===== config.mk =====
export PLATFORM = sky130hd
export DESIGN_NAME = tpu_skew_feeder_flat
export DESIGN_NICKNAME = d
export VERILOG_FILES = /design/src/rtl/tpu_skew_feeder_if.sv /design/src/rtl/tpu_skew_feeder.sv /design/src/flat_wrapper.sv
export SDC_FILE = /design/constraint.sdc
export NUM_CORES = 1
export LEC_CHECK = 0
export BUFFER_PORTS_ARGS = -buffer_cell sky130_fd_sc_hd__buf_2
export CAP_MARGIN = 20
export CORE_ASPECT_RATIO = 0.9
export CORE_UTILIZATION = 60
export DETAILED_ROUTE_END_ITERATION = 12
export GPL_ROUTABILITY_DRIVEN = 1
export GPL_TIMING_DRIVEN = 0
export PLACE_DENSITY = 0.92
export SYNTH_ARGS = -nofsm -noshare
export SYNTH_HDL_FRONTEND = slang
export SYNTH_SLANG_ARGS = --single-unit

===== constraint.sdc =====
create_clock -name clk -period 3.7 [get_ports clk]
set_input_delay 0.74 -clock clk [delete_from_list [all_inputs] [get_ports clk]]
set_output_delay 0.74 -clock clk [all_outputs]
set_load 0.01 [all_outputs]

===== src/rtl/tpu_skew_feeder_if.sv =====
// Load-side handshake bundle for the systolic skew feeder: one data and one
// weight vector per beat, valid/ready flow control.
interface tpu_skew_feeder_if #(
  parameter int unsigned DEPTH     = 4,
  parameter int unsigned BIT_WIDTH = 8
) ();

  logic                         in_valid;
  logic                         in_ready;
  logic [BIT_WIDTH*DEPTH-1:0]   in_data;
  logic [BIT_WIDTH*DEPTH-1:0]   in_wt;

  modport master (
    output in_valid,
    output in_data,
    output in_wt,
    input  in_ready
  );

  modport slave (
    input  in_valid,
    input  in_data,
    input  in_wt,
    output in_ready
  );

endinterface


===== src/rtl/tpu_skew_feeder.sv =====
// Buffers a DEPTH x DEPTH tile of data/weight vectors, then streams them diagonally
// skewed into a systolic array, flushes the pipeline and pulses done.
module tpu_skew_feeder #(
  parameter int unsigned DEPTH     = 4,
  parameter int unsigned BIT_WIDTH = 8
) (
  input  logic                       clk,
  input  logic                       reset,
  tpu_skew_feeder_if.slave           ld,
  output logic [BIT_WIDTH*DEPTH-1:0] data_arr,
  output logic [BIT_WIDTH*DEPTH-1:0] wt_arr,
  output logic                       control,
  output logic                       busy,
  output logic                       done
);

  localparam int unsigned VecW = BIT_WIDTH * DEPTH;
  localparam int unsigned CntW = $clog2(2 * DEPTH);

  localparam logic [CntW-1:0] LastBeat  = CntW'(DEPTH - 1);
  localparam logic [CntW-1:0] LastStep  = CntW'(2 * DEPTH - 2);
  localparam logic [CntW-1:0] FlushLast = CntW'(DEPTH);

  typedef enum logic [1:0] {
    StLoad,
    StStream,
    StFlush,
    StDone
  } state_e;

  state_e          state_q, state_d;
  logic [CntW-1:0] beat_q, beat_d;
  logic [CntW-1:0] step_q, step_d;

  logic [VecW-1:0] data_buf_q [DEPTH];
  logic [VecW-1:0] data_buf_d [DEPTH];
  logic [VecW-1:0] wt_buf_q   [DEPTH];
  logic [VecW-1:0] wt_buf_d   [DEPTH];

  logic [VecW-1:0] data_arr_q, data_arr_d;
  logic [VecW-1:0] wt_arr_q, wt_arr_d;
  logic            control_q, control_d;

  logic            load_en;
  logic            emit;
  logic [CntW-1:0] t_next;

  // Next-state logic. emit/t_next select which skew step the output registers
  // capture on this edge, so step t is visible while step_q == t.
  always_comb begin
    state_d   = state_q;
    beat_d    = beat_q;
    step_d    = step_q;
    load_en   = 1'b0;
    emit      = 1'b0;
    t_next    = '0;
    control_d = 1'b0;

    unique case (state_q)
      StLoad: begin
        if (ld.in_valid) begin
          load_en = 1'b1;
          if (beat_q == LastBeat) begin
            state_d   = StStream;
            beat_d    = '0;
            step_d    = '0;
            emit      = 1'b1;
            t_next    = '0;
            control_d = 1'b1;
          end else begin
            beat_d = beat_q + 1'b1;
          end
        end
      end
      StStream: begin
        if (step_q == LastStep) begin
          state_d = StFlush;
          step_d  = '0;
        end else begin
          step_d    = step_q + 1'b1;
          emit      = 1'b1;
          t_next    = step_q + 1'b1;
          control_d = 1'b1;
        end
      end
      StFlush: begin
        if (step_q == FlushLast) begin
          state_d = StDone;
          step_d  = '0;
        end else begin
          step_d = step_q + 1'b1;
        end
      end
      StDone: begin
        state_d = StLoad;
        beat_d  = '0;
        step_d  = '0;
      end
      default: begin
        state_d = StLoad;
      end
    endcase
  end

  // Buffer view including the beat being written, so the final beat is
  // usable for step 0 on the same edge.
  always_comb begin
    data_buf_d = data_buf_q;
    wt_buf_d   = wt_buf_q;
    if (load_en) begin
      for (int k = 0; k < int'(DEPTH); k++) begin
        if (beat_q == CntW'(k)) begin
          data_buf_d[k] = ld.in_data;
          wt_buf_d[k]   = ld.in_wt;
        end
      end
    end
  end

  // Lane i at step t carries entry t-i of the buffer.
  always_comb begin
    data_arr_d = '0;
    wt_arr_d   = '0;
    if (emit) begin
      for (int i = 0; i < int'(DEPTH); i++) begin
        for (int k = 0; k < int'(DEPTH); k++) begin
          if (k + i == int'(t_next)) begin
            data_arr_d[i*BIT_WIDTH +: BIT_WIDTH] = data_buf_d[k][i*BIT_WIDTH +: BIT_WIDTH];
            wt_arr_d[i*BIT_WIDTH +: BIT_WIDTH]   = wt_buf_d[k][i*BIT_WIDTH +: BIT_WIDTH];
          end
        end
      end
    end
  end

  always_ff @(posedge clk) begin
    if (reset) begin
      state_q    <= StLoad;
      beat_q     <= '0;
      step_q     <= '0;
      data_arr_q <= '0;
      wt_arr_q   <= '0;
      control_q  <= 1'b0;
    end else begin
      state_q    <= state_d;
      beat_q     <= beat_d;
      step_q     <= step_d;
      data_arr_q <= data_arr_d;
      wt_arr_q   <= wt_arr_d;
      control_q  <= control_d;
    end
  end

  always_ff @(posedge clk) begin
    data_buf_q <= data_buf_d;
    wt_buf_q   <= wt_buf_d;
  end

  assign ld.in_ready = (state_q == StLoad);
  assign busy        = (state_q != StLoad);
  assign done        = (state_q == StDone);
  assign data_arr    = data_arr_q;
  assign wt_arr      = wt_arr_q;
  assign control     = control_q;

endmodule


===== src/flat_wrapper.sv =====
// flat-port wrapper written by rule: the top's interface ports become plain ports
module tpu_skew_feeder_flat 
#(
  parameter int unsigned DEPTH     = 4,
  parameter int unsigned BIT_WIDTH = 8
)
  (clk, reset, data_arr, wt_arr, control, busy, done, ld_in_valid, ld_in_data, ld_in_wt, ld_in_ready);
  tpu_skew_feeder_if #(.DEPTH(DEPTH), .BIT_WIDTH(BIT_WIDTH)) ld_i ();
  input  logic clk;
  input  logic reset;
  output logic [BIT_WIDTH*DEPTH-1:0] data_arr;
  output logic [BIT_WIDTH*DEPTH-1:0] wt_arr;
  output logic control;
  output logic busy;
  output logic done;
  input wire logic [$bits(ld_i.in_valid)-1:0] ld_in_valid;
  input wire logic [$bits(ld_i.in_data)-1:0] ld_in_data;
  input wire logic [$bits(ld_i.in_wt)-1:0] ld_in_wt;
  output wire logic [$bits(ld_i.in_ready)-1:0] ld_in_ready;
  assign ld_i.in_valid = ld_in_valid;
  assign ld_i.in_data = ld_in_data;
  assign ld_i.in_wt = ld_in_wt;
  assign ld_in_ready = ld_i.in_ready;
  tpu_skew_feeder #(.DEPTH(DEPTH), .BIT_WIDTH(BIT_WIDTH)) u_core (.clk(clk), .reset(reset), .ld(ld_i), .data_arr(data_arr), .wt_arr(wt_arr), .control(control), .busy(busy), .done(done));
endmodule

==> impl_metrics.tcl, run 1 <==
set metrics [dict create \
    outcome "finished, final reports clean" \
    cts_buffers 30 \
    core.rowCount 49 \
    slowest_delay_ns 0.50 \
    ant_nets 0 \
    placed_cells 1401 \
    cts_sinks 329 \
    critPathRequiredTime_ns 4.16 \
    hold_slack_ns 0.446 \
    hold_viol_final 0 \
    port_buffers 133 \
    grt_max_degree 16 \
    end_kind "flop" \
    crit_path_start_kind "flop" \
    synth_mux_area_frac 0.241 \
    ir_drop_mv 0.462 \
    r2r_start "u_core.step_q[0]$_SDFFE_PP0P_" \
    multi_input_area_um2 5260 \
    ys_warn_count 0 \
    combPwrFrac 0.221 \
    p_int_mw 7.94 \
    io_pins 135 \
    drv_slew 0 \
    routabilityCongestion 0.838 \
    overflow 0 \
    utilization 0.716 \
    arrival_ns 3.31 \
    seq_area_frac_synth 0.534 \
    drive_gt1_frac 0.306 \
    hold_path.class "in -> reg" \
    postCtsSetupRepairBufs 0 \
    synth_seq_cells 329 \
    critical_path_class "reg -> reg" \
    finClkSkew_ns 0.0235 \
    synth_top_family_by_area "multiplexers" \
    layout.nets 1258 \
    drt_iter0_markers 948 \
    final_area_um2 14400 \
    critPathTopFamily "simple AND/OR/NAND/NOR gates" \
    synth_compound_area_frac 0.144 \
    avgSynthCellArea_um2 12.2 \
    cts_root_buffer "clkbuf_16" \
    layout_common_cells "dfxtp_1 (329), buf_2 (174), mux2_1 (143), mux2_2 (95), a31oi_1 (65)" \
    synth_edf_count 0 \
    fmax_mhz 351 \
    dp_slack_ns 1.04 \
    fin_tns_setup_ns 0 \
    period_needed_ns 2.85 \
    die_h_um 138 \
    reg2reg_slack_ns 0.85 \
    hp-start "ld_in_wt[4]" \
    holdPathStages 2 \
    coreArea_um2 20000 \
    path_max_fanout 10 \
    pwr-share-seq 0.485 \
    cap_violations 0 \
    clkLatencyLatePin_ns 0.56 \
    fin_crit_sh 0.771 \
    p_clk_frac 0.294 \
    detail_route.vias_per_cell 6.48 \
    path_buf_inv 2 \
    die_w_um 153 \
    hpwl_um 20600 \
    antenna_found_initial 4 \
    synthCells 1013 \
    power_density_nw_per_um2 761 \
    synth-simple-area-share 0.0272 \
    async_reset_ff_frac 0 \
    grt_pass1_vias 9617 \
    hold_buffers 0 \
    power_mw 10.9 \
    track_usage 0.308 \
    p_sw_mw 2.98 \
    cts_max_path_buffers 3 \
    syn_area_um2 12300 \
    die_area_um2 21100 \
    syn-num-nets 1093 \
    r2r_cells 7 \
    cp_cell_sequence "inv_1 -> ha_1 -> nor2_4 -> nor4b_4 -> clkbuf_1 -> o21ai_0 -> a31oi_1" \
    firstDrtPassIters 7 \
    clk_pin_slew_ns 0.06 \
    r2r-end "u_core.wt_arr[6]$_SDFF_PP0_" \
    syn2layout_area_growth_pct 16.4 \
    rsz0062_at_grt "no" \
    seq_area_um2 6590 \
    cts_resized 0 \
    leakagePower_nw 5.85 \
    hold_path_end "u_core.wt_buf_q[100]$_DFF_P_" \
    synthXorXnorAreaFrac 0.00132 \
    wl_per_cell_um 22.8 \
    cts_tree "done" \
    place_area_um2 13300 \
    htreeDepth 1 \
    vias 9446 \
    max_slew_margin 0.469 \
    grt_pass1_wl_um 51900 \
    slowest_stage "dfxtp_1" \
    synthDistinctLibCells 45 \
    p_sw_frac 0.273 \
    final_common_cell "dfxtp_1" \
    synth_adder_area_share 0.0132 \
    final_cells 1458 \
    worst_slew_pin_slew_ns 0.790 \
    start_util 0.615 \
    layout_setup_ws_ns 0.847 \
    wl_um 33200 \
    setup_viol_count_final 0 \
    synth-main-ff-cell "dfxtp_1" \
    remaining_drc_errors 0 \
    fill_cells 1180 \
]
==> power groups by stage <==
stage	combinational [mW]	clock, mW	sequential [mW]
5_1_grt	2.54	3.37	5.41
2_1_floorplan	1.76	0	5.20
4_1_cts	2.33	3.21	5.28
3_3_place_gp	2.10	0	5.23
6_report	2.41	3.22	5.30
3_5_place_dp	2.26	0	5.33
==> Yosys cell counts, types with 2 or more instances <==
cell type,n,share of area
mux2_4,18,0.022
dfxtp_1,329,0.53
o21ai_1,10,0.0041
a32oi_1,64,0.045
o21ai_0,40,0.016
o31ai_1,32,0.019
buf_4,18,0.011
clkbuf_1,23,0.0070
and3_1,2,0.0010
nor2_1,7,0.0021
ha_1,13,0.013
nand4b_1,5,0.0035
nand2_1,23,0.0070
inv_1,9,0.0027
nand2b_1,6,0.0030
mux2_2,95,0.087
buf_2,41,0.017
buf_6,3,0.0027
a31oi_1,65,0.033
nor2b_1,5,0.0025
mux2i_1,2,0.0016
nand3_1,3,0.0012
a21oi_1,36,0.015
mux2_1,143,0.13
==> flip-flops by register name, summed over array words and instances, names as in the netlist <==
signal / count
u_core.control: 1
u_core.data_buf_q: 128
u_core.beat_q: 3
u_core.step_q: 3
u_core.wt_buf_q: 128
u_core.state_q: 2
u_core.data_arr: 32
u_core.wt_arr: 32
==> cell type report <==
cell class	instances	share of cell area
flip-flops and latches	329	0.459
multi-input cells	590	0.366
clock buffers	37	0.0577
repair buffers	133	0.0464
plain buffers	85	0.0321
well taps	255	0.0222
clock inverters	18	0.0140
inverters	9	0.00235
diodes	2	0.000349
==> routing by layer <==
metal / up-vias / global-route usage / part of all wire
met5: - / 0 / 0.00090
met3: 157 / 0.0661 / 0.087
li1: 4117 / - / -
met4: 4 / 0.155 / 0.048
met1: 4575 / 0.386 / 0.40
met2: 593 / 0.503 / 0.47
==> how the worst max path moves through the flow <==
stage               cells after the start  slack, ns                        endpoint                          start
global route                            7       0.67     u_core.wt_arr[6]$_SDFF_PP0_  u_core.step_q[0]$_SDFFE_PP0P_
detailed placement                      7       1.04     u_core.wt_arr[6]$_SDFF_PP0_  u_core.step_q[0]$_SDFFE_PP0P_
global placement                        7       1.11     u_core.wt_arr[5]$_SDFF_PP0_  u_core.step_q[0]$_SDFFE_PP0P_
CTS                                     7       0.94     u_core.wt_arr[6]$_SDFF_PP0_  u_core.step_q[0]$_SDFFE_PP0P_
finish                                  7       0.85     u_core.wt_arr[6]$_SDFF_PP0_  u_core.step_q[0]$_SDFFE_PP0P_
floorplan                               8       1.67  u_core.data_arr[28]$_SDFF_PP0_  u_core.step_q[0]$_SDFFE_PP0P_
==> logic make-up (layout without fill, tap and decap cells) <==
logic type,count (synthesis),in the layout
multiplexers,258,258
XOR/XNOR,1,1
buffers and inverters,94,282
adder cells (fa/ha/maj),13,13
AO/OA/AOI/OAI,259,259
AND/OR/NAND/NOR,59,59
other,0,2
flip-flops,329,329
(Power assumes the default switching activity.)
==> inputs of run 2 (changes only) <==
--- a/config.mk
+++ b/config.mk
@@ -8,11 +8,11 @@
 export BUFFER_PORTS_ARGS = -buffer_cell sky130_fd_sc_hd__buf_2
 export CAP_MARGIN = 20
 export CORE_ASPECT_RATIO = 0.9
-export CORE_UTILIZATION = 60
+export CORE_UTILIZATION = 52
 export DETAILED_ROUTE_END_ITERATION = 12
 export GPL_ROUTABILITY_DRIVEN = 1
 export GPL_TIMING_DRIVEN = 0
-export PLACE_DENSITY = 0.92
+export PLACE_DENSITY = 0.86
 export SYNTH_ARGS = -nofsm -noshare
 export SYNTH_HDL_FRONTEND = slang
 export SYNTH_SLANG_ARGS = --single-unit
==> constraint.sdc (replaced) <==
create_clock -name clk -period 2.36 [get_ports clk]
set_input_delay 0.472 -clock clk [delete_from_list [all_inputs] [get_ports clk]]
set_output_delay 0.472 -clock clk [all_outputs]
set_load 0.01 [all_outputs]
==> run 2 against run 1 <==
The run now ends with negative setup slack left; fmax up 20%; sequential power is 56% higher; largest power group unchanged; cell count increased by 4.0%; sequential share of layout area decreased by 1.1 points; global-route usage decreased by 5.5 points; clock skew is 0.0050 ns lower; die area rose by 15%; highest routed layer unchanged; clock power rose by 57%; non-clock buffer count up 7; sequential cell count did not move; via count fell by 3.0%.
==> impl_metrics.tcl, run 2 (same netlist as run 1, synthesis figures left out) <==
set metrics [dict create \
    max_slew_margin 0.554 \
    layout.nets 1266 \
    hold_slack_ns 0.173 \
    firstDrtPassIters 5 \
    worst_slew_pin_slew_ns 0.670 \
    remaining_drc_errors 0 \
    outcome "finished, violations left" \
    cts_sinks 329 \
    antenna_found_initial 6 \
    cts_root_buffer "clkbuf_16" \
    clkLatencyLatePin_ns 0.56 \
    overflow 0 \
    holdPathStages 2 \
    port_buffers 133 \
    cp.depth 9 \
    crit_path_start_kind "flop" \
    top_regs "u_core.data_buf_q (128), u_core.wt_buf_q (128)" \
    fin_tns_setup_ns -0.0203 \
    final_area_um2 14700 \
    wl_per_cell_um 21.2 \
    fill_cells 1693 \
    period_needed_ns 2.38 \
    die_area_um2 24400 \
    slowest_stage "dfxtp_1" \
    ir_drop_mv 0.705 \
    wl_um 32200 \
    cp_cell_sequence "inv_1 -> ha_1 -> buf_2 -> nand4b_1 -> buf_6 -> buf_4 -> mux2_1 -> o31ai_1 -> a31oi_1" \
    placed_cells 1448 \
    cts_max_path_buffers 3 \
    layout_setup_ws_ns -0.0203 \
    finClkSkew_ns 0.0185 \
    place_area_um2 13400 \
    setup_viol_count_final 1 \
    io_pins 135 \
    fmax_mhz 420 \
    coreArea_um2 23300 \
    routabilityCongestion 0.809 \
    arrival_ns 2.79 \
    critPathRequiredTime_ns 2.77 \
    core.rowCount 53 \
    leakagePower_nw 6.00 \
    htreeDepth 1 \
    vias 9163 \
    drv_slew 0 \
    end_kind "flop" \
    rsz0062_at_grt "yes" \
    die_w_um 164 \
    slowest_delay_ns 0.39 \
    ant_nets 0 \
    utilization 0.630 \
    critical_path_class "reg -> reg" \
    path_max_fanout 9 \
    drive_gt1_frac 0.328 \
    fin_crit_sh 1.01 \
    cts_tree "done" \
    die_h_um 148 \
    track_usage 0.253 \
    power_density_nw_per_um2 1160 \
    r2r_cells 9 \
    grt_pass1_vias 9110 \
    final_common_cell "dfxtp_1" \
    cap_violations 0 \
    path_buf_inv 4 \
    final_cells 1516 \
    cts_buffers 31 \
    drt_iter0_markers 916 \
    hold_path.class "in -> reg" \
    clk_pin_slew_ns 0.06 \
    hpwl_um 20700 \
    hold_viol_final 0 \
    critPathTopFamily "buffers and inverters" \
    grt_pass1_wl_um 48500 \
    syn2layout_area_growth_pct 19.1 \
    detail_route.vias_per_cell 6.04 \
    grt_max_degree 16 \
    layout_common_cells "dfxtp_1 (328), buf_2 (155), mux2_1 (143), mux2_2 (95), a31oi_1 (64)" \
    start_util 0.529 \
    violations "negative setup slack" \
]
run 2: cell count changes in the layout (fill, tap and decap cells not counted), sizes merged:
cell,previous run,this run
clkbuf,60,73
clkinv,11,6
diode,2,5
buf,195,196
bufinv,4,3
clkinvlp,3,2
inv,9,10
run 2: repair_timing:
action / CTS / global route
pin swaps: 2 / 2
cloned: 0 / 0
setup buffers: 4 / 4
endpoints found under the setup margin: 60 / 58
gates resized for setup: 28 / 40
hold buffers: 0 / 0
run 2: path summary, 6_finish.rpt:
| check | startpoint | to | slack [ns] |
|---|---|---|---|
| min reg2reg | u_core.wt_buf_q[16]$_DFF_P_ | u_core.wt_buf_q[16]$_DFF_P_ | 0.46 |
| min | ld_in_data[14] | u_core.data_buf_q[14]$_DFF_P_ | 0.17 |
| max reg2reg | u_core.state_q[0]$_SDFFE_PP0P_ | u_core.wt_arr[7]$_SDFF_PP0_ | -0.02 |
| max | u_core.state_q[0]$_SDFFE_PP0P_ | u_core.wt_arr[7]$_SDFF_PP0_ | -0.02 |
run 2: through the flow:
step,total power [mW],setup slack [ns]
floorplan,10.9,0.331
global placement,11.5,-0.247
detailed placement,11.9,-0.350
CTS,16.9,0.00998
global route,17.8,-0.107
finish,17.1,-0.0203
run 2: where the power goes:
group | internal [mW] | switching, mW
clock network | 2.96 | 2.08
logic | 1.85 | 1.92
registers | 7.72 | 0.556
run 2: cell type report:
cell class                      count  area, um^2  share of cell area
Multi-Input combinational cell    590        5340               0.363
Timing Repair Buffer              141         726              0.0494
Tap cell                          302         378              0.0257
Sequential cell                   329        6590               0.448
Clock inverter                     12         148              0.0100
Antenna cell                        5        12.5            0.000851
Clock buffer                       44         895              0.0609
Inverter                            9        33.8             0.00230
Buffer                             84         584              0.0397
run 2: per-layer routing:
layer / global-route usage / up-vias / part of all wire
met5: 0 / - / 0.00071
met4: 0.111 / 4 / 0.028
met3: 0.0494 / 81 / 0.074
met2: 0.410 / 396 / 0.48
met1: 0.327 / 4535 / 0.42
li1: - / 4147 / -
